--- config.mk ---
export PLATFORM = sky130hd
export DESIGN_NAME = lcd_bus_reader_flat
export DESIGN_NICKNAME = d
export VERILOG_FILES = /design/src/rtl/lcd_pkg.sv /design/src/rtl/lcd_bus_reader_if.sv /design/src/rtl/lcd_phase_timer.sv /design/src/rtl/lcd_bus_reader.sv /design/src/flat_wrapper.sv
export SDC_FILE = /design/constraint.sdc
export NUM_CORES = 1
export LEC_CHECK = 0
export CAP_MARGIN = 20
export CORE_UTILIZATION = 56
export CTS_CLUSTER_SIZE = 20
export DETAILED_ROUTE_END_ITERATION = 8
export PLACE_DENSITY = 0.84
export RECOVER_POWER = 25
export SYNTH_ARGS = -nofsm -noshare
export SYNTH_HDL_FRONTEND = slang
export SYNTH_SLANG_ARGS = --single-unit
--- constraint.sdc ---
create_clock -name clk -period 4.17 [get_ports clk]
set_input_delay 0.417 -clock clk [delete_from_list [all_inputs] [get_ports clk]]
set_output_delay 0.417 -clock clk [all_outputs]
set_load 0.05 [all_outputs]
--- src/rtl/lcd_pkg.sv ---
// Shared HD44780 read-engine definitions: FSM state encoding, status-byte fields and RS codes.
package lcd_pkg;

    typedef enum logic [2:0] {
        ST_IDLE,
        ST_SETUP,
        ST_E_HI,
        ST_HOLD,
        ST_GAP,
        ST_TURN
    } lcd_rd_state_e;

    localparam int unsigned BF_BIT    = 7;
    localparam int unsigned AC_MSB    = 6;
    localparam int unsigned AC_LSB    = 0;
    localparam logic        RS_STATUS = 1'b0;
    localparam logic        RS_DATA   = 1'b1;

    // Phase timers count down to zero, so a phase of N cycles loads N-1.
    function automatic logic [15:0] phase_reload(input int unsigned cyc);
        return 16'(cyc - 1);
    endfunction

endpackage

--- src/rtl/lcd_bus_reader_if.sv ---
// Host-side request/response bundle of the LCD read engine.
interface lcd_bus_reader_if;
    logic       req;
    logic       rs_sel;
    logic       wait_nb;
    logic       ready;
    logic       done;
    logic [7:0] rd_data;
    logic       busy_flag;
    logic       timeout;

    modport master (
        output req, rs_sel, wait_nb,
        input  ready, done, rd_data, busy_flag, timeout
    );

    modport slave (
        input  req, rs_sel, wait_nb,
        output ready, done, rd_data, busy_flag, timeout
    );
endinterface

--- src/rtl/lcd_phase_timer.sv ---
// Loadable 16-bit down-counter; expire is high while the count sits at zero.
module lcd_phase_timer (
    input  logic        clk,
    input  logic        rst,
    input  logic        load,
    input  logic [15:0] load_val,
    output logic        expire
);

    logic [15:0] cnt_q, cnt_d;

    always_comb begin
        cnt_d = cnt_q;
        if (load) begin
            cnt_d = load_val;
        end else if (cnt_q != '0) begin
            cnt_d = cnt_q - 16'd1;
        end
    end

    always_ff @(posedge clk or negedge rst) begin
        if (!rst) begin
            cnt_q <= '0;
        end else begin
            cnt_q <= cnt_d;
        end
    end

    assign expire = (cnt_q == '0);

endmodule

--- src/rtl/lcd_bus_reader.sv ---
// HD44780 read-cycle engine: status/busy polling and data reads, owning DB turnaround.
// Defining LCD_RD_TIMEOUT_EN bounds busy polling to TIMEOUT_POLLS samples.
module lcd_bus_reader
    import lcd_pkg::*;
#(
    parameter int unsigned SETUP_CYC    = 2,
    parameter int unsigned E_HIGH_CYC   = 5,
    parameter int unsigned HOLD_CYC     = 2,
    parameter int unsigned POLL_GAP_CYC = 4
`ifdef LCD_RD_TIMEOUT_EN
    ,
    parameter int unsigned TIMEOUT_POLLS = 1000
`endif
) (
    input  logic            clk,
    input  logic            rst,
    lcd_bus_reader_if.slave host,
    input  logic [7:0]      db_in,
    output logic            db_oe,
    output logic            LCD_RS,
    output logic            LCD_RW,
    output logic            LCD_E
);

    lcd_rd_state_e state_q, state_d;
    logic          rs_q, rs_d;
    logic          wait_q, wait_d;
    logic [7:0]    rd_data_q, rd_data_d;
    logic          bf_q, bf_d;
    logic          done_q, done_d;
    logic          timeout_q, timeout_d;
    logic          ready;
    logic          phase_load;
    logic [15:0]   phase_val;
    logic          phase_expire;
    logic          poll_abort;

`ifdef LCD_RD_TIMEOUT_EN
    logic [15:0] poll_cnt_q, poll_cnt_d;

    always_comb begin
        poll_cnt_d = poll_cnt_q;
        if (state_q == ST_IDLE && host.req) begin
            poll_cnt_d = '0;
        end else if (state_q == ST_E_HI && phase_expire && wait_q && db_in[BF_BIT]) begin
            poll_cnt_d = poll_cnt_q + 16'd1;
        end
    end

    always_ff @(posedge clk or negedge rst) begin
        if (!rst) begin
            poll_cnt_q <= '0;
        end else begin
            poll_cnt_q <= poll_cnt_d;
        end
    end

    assign poll_abort = wait_q && bf_q && (poll_cnt_q >= 16'(TIMEOUT_POLLS));
`else
    assign poll_abort = 1'b0;
`endif

    lcd_phase_timer u_phase_timer (
        .clk      (clk),
        .rst      (rst),
        .load     (phase_load),
        .load_val (phase_val),
        .expire   (phase_expire)
    );

    always_ff @(posedge clk or negedge rst) begin
        if (!rst) begin
            state_q   <= ST_IDLE;
            rs_q      <= RS_STATUS;
            wait_q    <= 1'b0;
            rd_data_q <= '0;
            bf_q      <= 1'b0;
            done_q    <= 1'b0;
            timeout_q <= 1'b0;
        end else begin
            state_q   <= state_d;
            rs_q      <= rs_d;
            wait_q    <= wait_d;
            rd_data_q <= rd_data_d;
            bf_q      <= bf_d;
            done_q    <= done_d;
            timeout_q <= timeout_d;
        end
    end

    always_comb begin
        state_d   = state_q;
        rs_d      = rs_q;
        wait_d    = wait_q;
        rd_data_d = rd_data_q;
        bf_d      = bf_q;
        done_d    = 1'b0;
        timeout_d = 1'b0;
        case (state_q)
            ST_IDLE: begin
                if (host.req) begin
                    state_d = ST_SETUP;
                    rs_d    = host.rs_sel;
                    wait_d  = host.wait_nb && (host.rs_sel == RS_STATUS);
                end
            end
            ST_SETUP: begin
                if (phase_expire) state_d = ST_E_HI;
            end
            ST_E_HI: begin
                if (phase_expire) begin
                    state_d   = ST_HOLD;
                    rd_data_d = db_in;
                    if (rs_q == RS_STATUS) bf_d = db_in[BF_BIT];
                end
            end
            ST_HOLD: begin
                if (phase_expire) begin
                    state_d = (wait_q && bf_q && !poll_abort) ? ST_GAP : ST_TURN;
                end
            end
            ST_GAP: begin
                if (phase_expire) state_d = ST_SETUP;
            end
            ST_TURN: begin
                state_d   = ST_IDLE;
                done_d    = 1'b1;
                timeout_d = poll_abort;
            end
            default: state_d = ST_IDLE;
        endcase
    end

    // Every state change restarts the shared timer with the length of the phase being entered.
    always_comb begin
        phase_load = (state_d != state_q);
        case (state_d)
            ST_SETUP: phase_val = phase_reload(SETUP_CYC);
            ST_E_HI:  phase_val = phase_reload(E_HIGH_CYC);
            ST_HOLD:  phase_val = phase_reload(HOLD_CYC);
            ST_GAP:   phase_val = phase_reload(POLL_GAP_CYC);
            default:  phase_val = '0;
        endcase
    end

    always_comb begin
        ready  = 1'b0;
        db_oe  = 1'b0;
        LCD_E  = 1'b0;
        LCD_RW = 1'b0;
        LCD_RS = rs_q;
        case (state_q)
            ST_IDLE: begin
                ready  = 1'b1;
                db_oe  = 1'b1;
                LCD_RS = RS_STATUS;
            end
            ST_E_HI: begin
                LCD_E  = 1'b1;
                LCD_RW = 1'b1;
            end
            ST_SETUP, ST_HOLD, ST_GAP: LCD_RW = 1'b1;
            default: ;
        endcase
    end

    assign host.ready     = ready;
    assign host.done      = done_q;
    assign host.rd_data   = rd_data_q;
    assign host.busy_flag = bf_q;
    assign host.timeout   = timeout_q;

endmodule

--- src/flat_wrapper.sv ---
// flat-port wrapper written by rule: the top's interface ports become plain ports
module lcd_bus_reader_flat import lcd_pkg::*;
#(
    parameter int unsigned SETUP_CYC    = 2,
    parameter int unsigned E_HIGH_CYC   = 5,
    parameter int unsigned HOLD_CYC     = 2,
    parameter int unsigned POLL_GAP_CYC = 4

)
  (clk, rst, db_in, db_oe, LCD_RS, LCD_RW, LCD_E, host_req, host_rs_sel, host_wait_nb, host_ready, host_done, host_rd_data, host_busy_flag, host_timeout);
  lcd_bus_reader_if host_i ();
  input  logic clk;
  input  logic rst;
  input  logic [7:0] db_in;
  output logic db_oe;
  output logic LCD_RS;
  output logic LCD_RW;
  output logic LCD_E;
  input wire logic [$bits(host_i.req)-1:0] host_req;
  input wire logic [$bits(host_i.rs_sel)-1:0] host_rs_sel;
  input wire logic [$bits(host_i.wait_nb)-1:0] host_wait_nb;
  output wire logic [$bits(host_i.ready)-1:0] host_ready;
  output wire logic [$bits(host_i.done)-1:0] host_done;
  output wire logic [$bits(host_i.rd_data)-1:0] host_rd_data;
  output wire logic [$bits(host_i.busy_flag)-1:0] host_busy_flag;
  output wire logic [$bits(host_i.timeout)-1:0] host_timeout;
  assign host_i.req = host_req;
  assign host_i.rs_sel = host_rs_sel;
  assign host_i.wait_nb = host_wait_nb;
  assign host_ready = host_i.ready;
  assign host_done = host_i.done;
  assign host_rd_data = host_i.rd_data;
  assign host_busy_flag = host_i.busy_flag;
  assign host_timeout = host_i.timeout;
  lcd_bus_reader #(.SETUP_CYC(SETUP_CYC), .E_HIGH_CYC(E_HIGH_CYC), .HOLD_CYC(HOLD_CYC), .POLL_GAP_CYC(POLL_GAP_CYC)) u_core (.clk(clk), .rst(rst), .host(host_i), .db_in(db_in), .db_oe(db_oe), .LCD_RS(LCD_RS), .LCD_RW(LCD_RW), .LCD_E(LCD_E));
endmodule
==> reports/metrics.yaml <==
run_status:
  status: "complete, but fails checks"
  violations: "max-capacitance violations, max-slew violations"
setup_path:
  arrival_ns: 2.37
  critical_path.max_stage_delay_ns: 0.84
  r2r-end: "u_core.host.busy_flag"
  cp_max_fo: 13
  r2r_slack_ns: 1.52
  critPathSlowestCell: "clkdlybuf4s50_1"
  reg2reg_depth: 7
  start_kind: "flop"
  cp-end-kind: "primary output"
  critPathRequiredTime_ns: 3.75
  crit_family: "buffers and inverters"
  path_cells: "nor2_1, xnor2_1, clkdlybuf4s50_1"
  critPathBufInv: 1
  crit_type: "reg -> out"
  reg2reg_from: "u_core.u_phase_timer.cnt_q[0]"
sta:
  holdWs_ns: 0.526
  setup_ws_ns: 1.39
  setup_viol: 0
  post-route-period-util_pct: 66.8
  tightest_slew_ns: 1.62
  finalClockSkew_ns: 0.0146
  slew_headroom_pct: -8.17
  setup_tns_ns: 0
  clock.fmax_mhz: 359
  layout_min_cycle_time_ns: 2.78
  slew_violations: 32
  rsz0062_at_grt: "no"
  hold_violations: 0
floorplan:
  coreArea_sq_um: 2830
  die_h_microns: 57.4
  ios: 29
  die-area_sq_um: 3290
  die_w_microns: 57.4
  start_util_pct: 60.7
  num_rows: 19
clock_tree:
  cts.clk_slew.worst_paths_ns: 0.10
  postCtsHoldBufs: 0
  numCtsBuffers: 5
  cts_tree: "done"
  cts_num_sinks: 31
  clk-insertion-delay-late_ns: 0.34
  cts_buffer_depth: 2
  ctsResizeCount: 0
  cts_root_buf: "clkbuf_4"
  h-tree-depth: 2
  post_cts_buffers: 0
synth:
  syn_nets: 182
  synth_ff_type: "dfrtp_1"
  synthAdderAreaFrac_pct: 0.729
  synth_seq_cells: 31
  synthArstFlopShare_pct: 100
  synth_cell_types: 47
  ys_warn_count: 0
  synth_edf_count: 0
  synth_compound_area_share_pct: 9.26
  synthXorXnorAreaFrac_pct: 6.63
  syn-cell-area_sq_um: 1720
  synth_mux_area_share_pct: 8.89
  yosys.area_share.simple_pct: 24.9
  netlist_instances: 168
  synth_top_family_by_area: "simple AND/OR/NAND/NOR gates"
  avgSynthCellArea_sq_um: 10.2
  yosysSeqAreaShare_pct: 45.2
drt:
  drc: 0
  drt_first_pass_iters: 4
  ant_nets: 0
  vias_per_cell: 6.01
  vias: 1340
  totalWireLength_mm: 3.70
  drtIter0Drc: 49
  wl_per_cell_microns: 16.6
placement:
  pre_cts_ws_ns: 1.52
  dp.final_hpwl_mm: 2.71
  placed_cells: 216
  portBuffers: 27
  place.gp.congestion: 0.869
  place_area_sq_um: 1980
layout:
  area_growth_pct: 18.1
  drive_gt1_share_pct: 12.0
  nFillCells: 224
  n_antenna_cell: 0
  final_util_pct: 71.7
  fin_area_sq_um: 2030
  finalNetCount: 206
  layout.cells.non_filler: 223
global_routing:
  grtUsageTotal_pct: 26.4
  grt_pass1_wl_mm: 6.45
  grt.overflow.total: 0
  antenna_found_initial: 0
  grt_pass1_vias: 1341
  grt_max_degree: 32
worst_hold_path:
  holdPathStages: 1
  worstHoldStart: "u_core.host.rd_data[4]"
  hold_class: "reg -> reg"
  holdPathEnd: "u_core.host.rd_data[4]"
run:
  maxCapViolations: 1
power_and_ir_drop:
  irDropWorstVdd_v: 0.000355
  finalPower_mw: 1.06
  power.density_nw_per_um2: 523
  p_leak_nw: 0.866
where the power goes:
part	switching [mW]	internal, mW	leakage, nW
clock network	0.106	0.0780	0.0341
registers	0.128	0.388	0.379
logic	0.188	0.173	0.453
total	0.422	0.639	0.866
sequential cells by signal, indices dropped and copies added, names as in the netlist:
signal                      cells
u_core.host.rd_data             8
u_core.wait_q                   1
u_core.state_q                  3
u_core.host.busy_flag           1
u_core.u_phase_timer.cnt_q     16
u_core.host.done                1
u_core.rs_q                     1
metal layers:
layer  vias to the layer above  global-route usage (%)  part of all wire [%]
li1                        630                       -                     -
met1                       655                    33.5                    41
met2                        42                    42.5                    52
met3                        13                    7.71                   4.8
met4                         0                    10.5                   2.2
met5                         -                       0                     0
cell type report:
class / count / area, sq um / area share [%]
clock inverters: 1 / 5.00 / 0.247
clock buffers: 6 / 51.3 / 2.53
inverters: 4 / 15.0 / 0.740
repair buffers: 28 / 274 / 13.5
flip-flops and latches: 31 / 776 / 38.2
multi-input cells: 122 / 868 / 42.8
well taps: 31 / 38.8 / 1.91
how the worst max path moves through the flow:
stage                                       start               endpoint  slack [ns]  cells after the start
floorplan                       u_core.state_q[2]                 LCD_RS        1.31                      4
global placement    u_core.u_phase_timer.cnt_q[0]  u_core.host.busy_flag        1.63                      7
detailed placement  u_core.u_phase_timer.cnt_q[0]  u_core.host.busy_flag        1.52                      7
CTS                             u_core.state_q[1]                 LCD_RW        1.39                      3
global route                    u_core.state_q[1]                 LCD_RW        1.27                      3
finish                          u_core.state_q[1]                 LCD_RW        1.39                      3
layout by cell type, fill, tap and decap left out, drive strengths merged, types with 2 or more instances in the layout:
| cell | synthesis | layout |
|---|---|---|
| nor4 | 4 | 4 |
| nand3 | 4 | 4 |
| nor3b | 2 | 2 |
| clkdlybuf4s50 | 0 | 26 |
| dfrtp | 31 | 31 |
| nor2b | 3 | 3 |
| a31oi | 3 | 3 |
| clkbuf | 6 | 7 |
| nand3b | 3 | 3 |
| o31ai | 2 | 2 |
| xnor2 | 6 | 6 |
| nand4b | 2 | 2 |
| nor2 | 23 | 23 |
| or3 | 2 | 2 |
| a211oi | 2 | 2 |
| a21oi | 6 | 6 |
| nand2 | 13 | 13 |
| o21ai | 6 | 6 |
| nand2b | 2 | 2 |
| mux2 | 10 | 10 |
| nand4 | 3 | 3 |
| nor3 | 6 | 6 |
| xor2 | 7 | 7 |
| inv | 4 | 4 |
cell usage after synthesis, drive strengths merged (5+ instances only):
library cell | count | area (sq um)
a21oi | 6 | 30.0
buf | 5 | 35.0
clkbuf | 6 | 22.5
nor2 | 23 | 93.8
nor3 | 6 | 30.0
xnor2 | 6 | 52.6
xor2 | 7 | 61.3
mux2 | 10 | 143
o21ai | 6 | 30.0
nand2 | 13 | 48.8
dfrtp | 31 | 776
cell families after synthesis:
kind of cell | Yosys count
buffers and inverters | 15
multiplexers | 11
AND/OR/NAND/NOR | 71
adder cells (fa/ha/maj) | 1
XOR/XNOR | 13
AO/OA/AOI/OAI | 25
flip-flops | 31
other | 1
Note: power is estimated with default switching activity, not from simulation.
==> edit (same flow settings) <==
The option `LCD_RD_TIMEOUT_EN` is turned on by a define.
--- a/src/rtl/lcd_bus_reader.sv
+++ b/src/rtl/lcd_bus_reader.sv
@@ -1,5 +1,7 @@
 // HD44780 read-cycle engine: status/busy polling and data reads, owning DB turnaround.
 // Defining LCD_RD_TIMEOUT_EN bounds busy polling to TIMEOUT_POLLS samples.
+`define LCD_RD_TIMEOUT_EN
+
 module lcd_bus_reader
     import lcd_pkg::*;
 #(
Check against the original RTL: no difference found for any inputs over 10 cycles, from zero or initial values and one cycle with rst low; that may be too few to reach the edited logic, so the function may still have changed.
==> edit against the unedited design <==
Clock power rose by 61%. Die area rose by 47%. Wire length rose by 47%. Total power fell by 0.46%. First-iteration DRC count rose to 3.9 times the old value. Combinational power fell by 53%. Area after synthesis rose by 49%. Sequential cell count rose by 17. Design area rose by 46%. Setup slack got worse by 0.081 ns. Critical path type unchanged. Largest cell class unchanged. Largest power group unchanged. Highest routed layer unchanged.
==> edit: results (changes against the unedited design) <==
| Metric | Value |
|---|---|
| Status | finished clean |
| Netlist cell types | 51 (+8.5%) |
| Root Buffer | clkbuf_8 |
| Pin count of the biggest net entering global routing | 49 (+53%) |
| Syn_nets | 279 (+53%) |
| Crit path DAT | 2.45 ns (+0.08 ns) |
| Area of the multi-input gates | 1290 µm² (+48%) |
| Critical path origin | u_core.state_q[2]$_DFF_PN0_ |
| Critical-path maximum fanout | 16 (+3) |
| Synth Area in Adders | 1.46% (+0.74 points) |
| DP Area | 2860 µm² (+45%) |
| GR Util met1 | 32.9% (-0.60 points) |
| Met3 wire length | 365 µm (+100%) |
| Mux contribution to synthesized area | 4.35% (-4.5 points) |
| Vias after detailed routing | 2117 (+58%) |
| Port bufs | 28 (+3.7%) |
| Share of cells above drive strength 1 | 8.93% (-3.0 points) |
| Synth Area in Compound Gates | 10.5% (+1.3 points) |
| Sequential cell area share | 40.4% (+2.2 points) |
| Final Skew | 0.00793 ns (-0.00670 ns) |
| Slowest cell delay on critical path | 0.93 ns (+0.09 ns) |
| Hpwl dp | 3790 µm (+40%) |
| Bufs w/o clock | 31 (+11%) |
| Post-synthesis xor/xnor area fraction | 6.49% (-0.14 points) |
| Slew margin rel. | 0.766% (+8.9 points) |
| Worst hold path type | input pin to async pin |
| First-pass GRT wire length | 9540 µm (+48%) |
| Reg-to-Reg End | u_core.poll_cnt_q[14]$_DFFE_PN0P_ |
| Layout clock buffers | 7 (+1) |
[edit: cell count changes in the layout (fill, tap and decap cells not counted), moves of 5 or more]
cell and delta:
a21oi_1 +9, clkbuf_4 -5, clkbuf_8 +6, dfrtp_1 +17
mux2_2 +7, mux2_4 -8, nand2_1 +10, nand3_1 +5
nand4_1 +6, nor2_1 +11, nor4_1 +6, or4_1 +6
xnor2_1 +5
[edit: where the power goes]
part	internal [mW]	total, mW	switching, mW
Sequential	0.521	0.589	0.0683
Combinational	0.0803	0.170	0.0898
Clock	0.148	0.296	0.149
[edit: stage by stage]
| stage | worst slack, ns | util, % |
|---|---|---|
| 2_1_floorplan | 1.17 | - |
| 3_3_place_gp | 1.60 | 65.2 |
| 3_5_place_dp | 1.47 | 65.2 |
| 4_1_cts | 1.36 | 67.4 |
| 5_1_grt | 1.18 | 67.8 |
| 6_report | 1.31 | 67.8 |
